[config.mk]
export PLATFORM = sky130hd
export DESIGN_NAME = uart_rx
export DESIGN_NICKNAME = d
export VERILOG_FILES = /design/src/rtl/uart_rx.sv
export SDC_FILE = /design/constraint.sdc
export NUM_CORES = 1
export LEC_CHECK = 0
export BUFFER_PORTS_ARGS = -buffer_cell sky130_fd_sc_hd__buf_4
export CAP_MARGIN = 25
export CORE_UTILIZATION = 55
export CTS_CLUSTER_SIZE = 28
export DETAILED_ROUTE_END_ITERATION = 16
export PLACE_DENSITY = 0.72
export SLEW_MARGIN = 30
export SYNTH_ARGS = -nofsm -noshare
export SYNTH_HDL_FRONTEND = slang
export SYNTH_SLANG_ARGS = --single-unit
[constraint.sdc]
create_clock -name clk -period 5.2 [get_ports clk]
set_input_delay 0.26 -clock clk [delete_from_list [all_inputs] [get_ports clk]]
set_output_delay 0.26 -clock clk [all_outputs]
set_load 0.03 [all_outputs]
[src/rtl/uart_rx.sv]
// 8N1 oversampling UART receiver with mid-bit sampling, PLL-lock gating and a
// valid/ready output register that flags overruns and framing errors.
module uart_rx #(
    parameter int unsigned CLK_FREQ_HZ = 60000000,
    parameter int unsigned BAUD        = 115200
) (
    input  logic       clk,
    input  logic       rst,
    input  logic       lock_i,
    input  logic       rx_i,
    output logic [7:0] data_o,
    output logic       valid_o,
    input  logic       ready_i,
    output logic       frame_err_o,
    output logic       overrun_o
);

    localparam int unsigned CLKS_PER_BIT = CLK_FREQ_HZ / BAUD;
    localparam int unsigned HALF_BIT     = CLKS_PER_BIT / 2;
    localparam int unsigned CntW         = $clog2(CLKS_PER_BIT);

    localparam logic [CntW-1:0] CntHalf = CntW'(HALF_BIT - 1);
    localparam logic [CntW-1:0] CntBit  = CntW'(CLKS_PER_BIT - 1);

    if (CLKS_PER_BIT < 4) begin : g_cfg_check
        $error("uart_rx: CLKS_PER_BIT must be at least 4");
    end

    typedef enum logic [2:0] {
        Idle,
        Start,
        Data,
        Stop,
        WaitIdle
    } state_t;

    state_t          state;
    logic [1:0]      sync;
    logic            rx_s;
    logic [CntW-1:0] cnt;
    logic [2:0]      idx;
    logic [7:0]      shreg;
    logic            byte_done;

    assign rx_s = sync[1];

    // Receive FSM. Dropping lock_i abandons any frame in progress without
    // touching the output register.
    always_ff @(posedge clk) begin
        if (rst) begin
            sync        <= 2'b11;
            state       <= Idle;
            cnt         <= '0;
            idx         <= '0;
            shreg       <= '0;
            byte_done   <= 1'b0;
            frame_err_o <= 1'b0;
        end else begin
            sync        <= {sync[0], rx_i};
            byte_done   <= 1'b0;
            frame_err_o <= 1'b0;
            if (!lock_i) begin
                state <= Idle;
                cnt   <= '0;
            end else begin
                case (state)
                    Idle: begin
                        if (!rx_s) begin
                            state <= Start;
                            cnt   <= '0;
                        end
                    end
                    Start: begin
                        if (cnt == CntHalf) begin
                            cnt <= '0;
                            if (!rx_s) begin
                                state <= Data;
                                idx   <= '0;
                            end else begin
                                state <= Idle;
                            end
                        end else begin
                            cnt <= cnt + 1'b1;
                        end
                    end
                    Data: begin
                        if (cnt == CntBit) begin
                            cnt   <= '0;
                            shreg <= {rx_s, shreg[7:1]};
                            idx   <= idx + 1'b1;
                            if (idx == 3'd7) begin
                                state <= Stop;
                            end
                        end else begin
                            cnt <= cnt + 1'b1;
                        end
                    end
                    Stop: begin
                        if (cnt == CntBit) begin
                            cnt <= '0;
                            if (rx_s) begin
                                byte_done <= 1'b1;
                                state     <= Idle;
                            end else begin
                                frame_err_o <= 1'b1;
                                state       <= WaitIdle;
                            end
                        end else begin
                            cnt <= cnt + 1'b1;
                        end
                    end
                    WaitIdle: begin
                        // Hold off until the line returns high so a break is
                        // not decoded as a train of zero frames.
                        if (rx_s) begin
                            state <= Idle;
                        end
                    end
                    default: state <= Idle;
                endcase
            end
        end
    end

    // Output register: a completed byte is loaded only if the slot is free or
    // being consumed this cycle; otherwise it is dropped and flagged.
    always_ff @(posedge clk) begin
        if (rst) begin
            data_o    <= 8'h00;
            valid_o   <= 1'b0;
            overrun_o <= 1'b0;
        end else begin
            overrun_o <= 1'b0;
            if (byte_done) begin
                if (!valid_o || ready_i) begin
                    data_o  <= shreg;
                    valid_o <= 1'b1;
                end else begin
                    overrun_o <= 1'b1;
                end
            end else if (valid_o && ready_i) begin
                valid_o <= 1'b0;
            end
        end
    end

endmodule

==> results by group, run 1 <==
Synthesis
  – Synth Flop Type: dfxtp_1
  – Mapped Area: 0.001715 sq mm
  – Syn Nets: 192
  – Seq/Total Area, Yosys: 44.35%
  – Number of synthesis warnings: 0
  – Number of synthesized register bits: 38
  – Async SR Flop Fraction: 0%
  – Post-synth EDFFs: 0
  – Mapped Cells: ~180
  – Post-Syn Area per Cell: 9.323 sq um
  – Distinct cells, synth: 46

CTS
  – CTS Hold Bufs: 0
  – CTS resizes: 0
  – CTS clock-pin slew for the worst setup and hold paths: 0.11 ns
  – CTS tree: yes
  – Setup Buffers After CTS: 0
  – CTS Buffer Depth: 2
  – Root buf cell: clkbuf_4
  – Worst-Skew Late Latency: roughly 0.34 ns
  – CTS sink cnt: 38
  – CTS HTree Levels: 2
  – CTS Buf Count: 5

Finish
  – Nets: 206
  – Share of cells above drive strength 1: 15.66%
  – Most common cell after layout, fill and taps aside: dfxtp_1
  – Multi-input logic area: between 800 and 900 sq um
  – Commonest non-fill, non-tap cells in the layout: dfxtp_1, nor2_1, mux2i_1
  – Fill cells: approximately 260
  – Area growth syn-to-layout: 9.628%
  – Diode count: 0
  – Register Area: 760.7 sq um

Worst setup path
  – Startpoint Class: flop
  – Req. time, crit path: 5.42 ns
  – RR Startpoint: cnt[0]$_SDFFE_PP0P_
  – Worst-path maximum fanout: 13
  – Worst r2r path cells: 6
  – Worst Path Arrival: 2.63 ns
  – Crit path kind: flop to flop
  – R2r endpoint: cnt[5]$_SDFFE_PP0P_
  – Worst setup EP type: flop
  – R2R Setup Slk: 2.79 ns

Timing
  – Worst slew pin tran: 0.9563 ns
  – Total negative slack: 0 ns
  – Tmin final: 2.411 ns
  – Worst slew margin: 35.82%
  – Skew final: 0.01458 ns
  – Final max-slew violation count: 0
  – Final hold vios: 0
  – Final Cycle Share: 46.36%
  – Hold slack: 0.08978 ns
  – Max Freq: roughly 410 MHz
  – Final setup viols: 0
  – RSZ-0062 raised after global routing: false

Global route
  – Vias in the first global route: ~1300
  – First-pass GRT wire length: 5.602 mm
  – Initial antenna violation count: 0
  – Largest net degree at the start of global routing: 26
  – Grt ovf: 0
  – All-Layer GR Usage: between 20% and 30%

Power and ir drop
  – Max VDD drop: 0.2087 mV
  – Leakage: 0.0007723 uW
  – Power Density: 239.9 mW/mm^2

Floorplan
  – Initial core utilization: 60.13%
  – Die area: 0.003346 sq mm
  – DIE HEIGHT: 57.85 microns
  – Core Region: between 0.002 and 0.003 sq mm
  – Horiz. Die Dim: 57.85 microns
  – Core Rows: 19
  – I/O Pins: 16

Outcome
  – Failing checks: DRC
  – Outcome: complete, but fails checks

Detailed routing
  – DR pass1 iterations: 10
  – Total wire length: 3.383 mm
  – DRC violation count after routing: 1
  – Iteration-0 DRC Markers: 74
  – DR vias/cell: 6.057
  – Via count: 1387
  – Post-route ant nets: 0
  – WL/cell: 14.77 microns

Flow run
  – Max-cap violations: 0

Placement
  – Port bufs: 15
  – DPL Wire Length: between 2 and 2.5 mm
  – Gpl congestion: 0.8041

Worst hold path
  – Worst Hold Endpoint: overrun_o$_SDFF_PP0_
  – Hold Crit Depth: 2
  – Hold_sp: ready_i
  – Hold WC Path Type: input pin to flop
## worst max-delay path: stages, from the launching register on
cell     delay [ns]
dfxtp_1        0.41
ha_1           0.24
or4bb_1        0.46
o31ai_4        0.39
o21ai_1        0.40
a41oi_1        0.33
a31oi_1        0.06
## metrics by stage
step | total power (uW) | utilization [%] | worst slack (ns) | std cells | area, sq um
after floorplan | 310.5 | - | 3.116 | 184 | 1715
after global placement | 315.5 | 64.25 | 2.930 | 222 | 1833
after detailed placement | 316.1 | 64.25 | 2.874 | 222 | 1833
after CTS | 455.8 | 65.92 | 2.840 | 229 | 1881
after global routing | 470.8 | 65.92 | 2.654 | 229 | 1881
final | 451.1 | 65.92 | 2.789 | 229 | 1881
## logic make-up (layout without fill, tap and decap cells)
kind of cell / Yosys count / after routing / synth area share [%]
simple gates: 71 / 71 / 22.90
flops: 38 / 38 / 44.35
compound gates: 37 / 37 / 15.54
mux: 18 / 18 / 10.50
buf+inv: 15 / 29 / 3.502
fa+ha+maj: 3 / 3 / 2.188
xor+xnor: 2 / 2 / 1.021
## routing by layer
| layer | GRT usage (%) | part of all wire (%) | vias up |
|---|---|---|---|
| met4 | 10.88 | 1.7 | 0 |
| met2 | 35.47 | 48 | 40 |
| li1 | - | - | 691 |
| met1 | 28.82 | 46 | 649 |
| met3 | 4.688 | 4.3 | 7 |
| met5 | 0 | 0 | - |
## worst max path at each step
stage	startpoint	endpoint	slack (ns)	cells after the start
after global routing	cnt[0]$_SDFFE_PP0P_	cnt[5]$_SDFFE_PP0P_	2.65	6
after global placement	cnt[4]$_SDFFE_PP0P_	shreg[6]$_SDFFE_PP0P_	2.93	5
after CTS	cnt[0]$_SDFFE_PP0P_	cnt[5]$_SDFFE_PP0P_	2.84	6
after detailed placement	cnt[4]$_SDFFE_PP0P_	shreg[4]$_SDFFE_PP0P_	2.87	5
after floorplan	cnt[0]$_SDFFE_PP0P_	state[2]$_SDFFE_PP0P_	3.12	6
final	cnt[0]$_SDFFE_PP0P_	cnt[5]$_SDFFE_PP0P_	2.79	6
## registers in the layout, summed over array words and instances, names as in the netlist
signal	count
frame_err_o	1
cnt	10
idx	3
byte_done	1
overrun_o	1
valid_o	1
data_o	8
shreg	8
sync	2
state	3
## cell usage after synthesis, types with 2 or more instances
| cell type | count | area share [%] |
|---|---|---|
| o21ai_1 | 2 | 0.58 |
| xnor2_1 | 2 | 1.0 |
| nand3b_1 | 2 | 0.88 |
| and3_1 | 5 | 1.8 |
| nand3_1 | 4 | 1.2 |
| a31oi_1 | 7 | 2.6 |
| a21oi_1 | 9 | 2.6 |
| o22ai_1 | 2 | 0.73 |
| o21ai_0 | 4 | 1.2 |
| and4_1 | 2 | 1.0 |
| nand2b_1 | 5 | 1.8 |
| or3_1 | 2 | 0.73 |
| mux2i_1 | 18 | 11 |
| o31ai_1 | 2 | 0.88 |
| clkbuf_1 | 7 | 1.5 |
| nand2_1 | 11 | 2.4 |
| or2_2 | 2 | 0.73 |
| inv_1 | 7 | 1.5 |
| nor2_1 | 24 | 5.3 |
| nor2b_1 | 2 | 0.73 |
| dfxtp_1 | 38 | 44 |
| ha_1 | 3 | 2.2 |
## report_power, final
part / switching [uW] / internal (uW)
Sequential: 1.51 / 292
Combinational: 10.8 / 5.60
Clock: 92.7 / 48.6
## area by class of cell
class,instances,area share (%)
Multi-Input combinational cell,131,47.57
Sequential cell,38,40.45
Timing Repair Buffer,15,5.988
Tap cell,31,2.063
Clock buffer,5,1.996
Inverter,7,1.397
Clock inverter,2,0.5323
(Power assumes the default switching activity.)
==> inputs of run 2 (changes only) <==
clock period = 2.5 ns   (was 5.2 ns; I/O delays follow)
==> results by group, run 2 (synthesis results as in run 1) <==
Timing
  – Final hold vios: 0
  – Final max-slew violation count: 0
  – Worst slew margin: 57.58%
  – RSZ-0062 raised after global routing: false
  – Worst slew pin tran: ~0.64 ns
  – Max Freq: 439.4 MHz
  – Skew final: 0.007346 ns
  – Final setup viols: 0
  – Final Cycle Share: 91.03%
  – Total negative slack: 0 ns
  – Tmin final: 2.276 ns

Power and ir drop
  – Max VDD drop: 0.3985 mV
  – Leakage: 0.0008034 uW
  – Total Power: 992.8 uW
  – Power Density: 509.9 mW/mm^2

Worst setup path
  – Slowest cell on the critical path: or4bb_1
  – Req. time, crit path: 2.76 ns
  – RR Startpoint: cnt[0]$_SDFFE_PP0P_
  – CP Launch Point: cnt[0]$_SDFFE_PP0P_
  – Worst setup EP type: flop
  – Worst Path Arrival: 2.54 ns
  – CP peak stage delay: between 0.4 and 0.5 ns
  – Startpoint Class: flop
  – Crit-path cells: ha_1, or4bb_1, o31ai_4, o21ai_2, or3_1, o41ai_2
  – Crit path kind: flop to flop
  – Worst-path maximum fanout: 6

CTS
  – CTS tree: yes
  – CTS clock-pin slew for the worst setup and hold paths: 0.12 ns
  – CTS resizes: 0
  – CTS sink cnt: 38
  – Worst-Skew Late Latency: about 0.35 ns
  – CTS Buffer Depth: 2
  – CTS Buf Count: 5
  – CTS HTree Levels: 2
  – Root buf cell: clkbuf_4

Finish
  – Most common cell after layout, fill and taps aside: dfxtp_1
  – Top Registers: cnt x10, data_o x8, shreg x8
  – Commonest non-fill, non-tap cells in the layout: dfxtp_1, nor2_1, buf_4
  – Share of cells above drive strength 1: 17.56%
  – Nets: 212
  – Diode count: 0
  – Max reg flops: 10
  – Fill cells: 253
  – Area growth syn-to-layout: 13.49%
  – Final core occ: between 60% and 70%
  – Largest reg by FF count: cnt
  – Non-filler cells in the finished layout: 236

Detailed routing
  – Iteration-0 DRC Markers: 109
  – DRC violation count after routing: 1
  – DR pass1 iterations: 10
  – Total wire length: 3.402 mm
  – Via count: 1417
  – DR vias/cell: 6.004
  – WL/cell: 14.42 microns
  – Post-route ant nets: 0

Floorplan
  – Core Rows: 19
  – DIE HEIGHT: between 50 and 60 microns
  – Die area: 0.003346 sq mm
  – Core Region: roughly 0.0029 sq mm
  – Horiz. Die Dim: just under 60 microns
  – Initial core utilization: 60.13%
  – I/O Pins: 16

Flow run
  – Max-cap violations: 0

Placement
  – Port bufs: 15
  – DPL Wire Length: 2.326 mm
  – Gpl congestion: 0.8605
  – Placed cells: 226

Global route
  – Initial antenna violation count: 0
  – Largest net degree at the start of global routing: 26
  – First-pass GRT wire length: 5.658 mm
  – Vias in the first global route: 1264
  – Grt ovf: 0
  – All-Layer GR Usage: 22.38%

Outcome
  – Outcome: complete, but fails checks
  – Failing checks: DRC

Worst hold path
  – Hold WC Path Type: input pin to flop
  – Hold_sp: rst
run 2: cell count changes in the layout (fill, tap and decap cells not counted):
cell,change
clkinvlp_4,+1
clkbuf_8,+1
buf_4,+4
clkinv_2,-1
dlygate4sd3_1,+2
run 2: path summary, 6_finish.rpt:
check                                to  slack (ns)  cells past startpoint
setup / recovery  state[2]$_SDFFE_PP0P_        0.22                      6
setup reg to reg  state[2]$_SDFFE_PP0P_        0.22                      6
hold / removal    shreg[7]$_SDFFE_PP0P_        0.11                      2
hold reg to reg      sync[1]$_SDFF_PP1_        0.42                      1
run 2: critical path: cells and delay by family, from the launching register on:
family                   cells  cell delay [ns]
flip-flops                   1             0.40
AND/OR/NAND/NOR              2             0.86
adder cells (fa/ha/maj)      1             0.23
AO/OA/AOI/OAI                3             0.70
run 2: repair_timing:
action | CTS | global route
buffers inserted | 0 | 0
endpoints found under the hold margin | 2 | 0
hold buffers | 2 | 0
setup endpoints to repair | 0 | 0
run 2: final cells by class:
| type | instances | area (sq um) | area share (%) |
|---|---|---|---|
| inverters | 7 | 26.28 | 1.350 |
| clock inverters | 2 | 12.51 | 0.6427 |
| flip-flops and latches | 38 | 760.7 | 39.07 |
| multi-input cells | 131 | 894.6 | 45.95 |
| well taps | 31 | 38.79 | 1.992 |
| repair buffers | 21 | 162.7 | 8.355 |
| clock buffers | 6 | 51.30 | 2.635 |
run 2: per-stage QoR:
step                hold slack [ns]  area, sq um  worst slack, ns
global route                 0.1048         1947          0.07065
detailed placement           0.3141         1863           0.2488
finish                       0.1097         1947           0.2242
floorplan                    0.2023         1715           0.4160
global placement             0.3069         1863           0.3367
CTS                         0.09917         1947           0.2197
run 2: power breakdown:
part / total, uW / internal (uW) / switching [uW] / leakage, uW
clock: 344 / 135 / 209 / 0.0000343
sequential: 609 / 607 / 1.55 / 0.000306
combinational: 40.1 / 14.9 / 25.1 / 0.000463
total: 993 / 757 / 235 / 0.000803
run 2: per-layer routing:
layer	global-route usage, %	vias up	part of all wire (%)
met1	30.11	660	48
met4	9.184	0	1.5
met2	33.66	44	45
met3	6.696	8	5.5
met5	0	-	0
li1	-	705	-
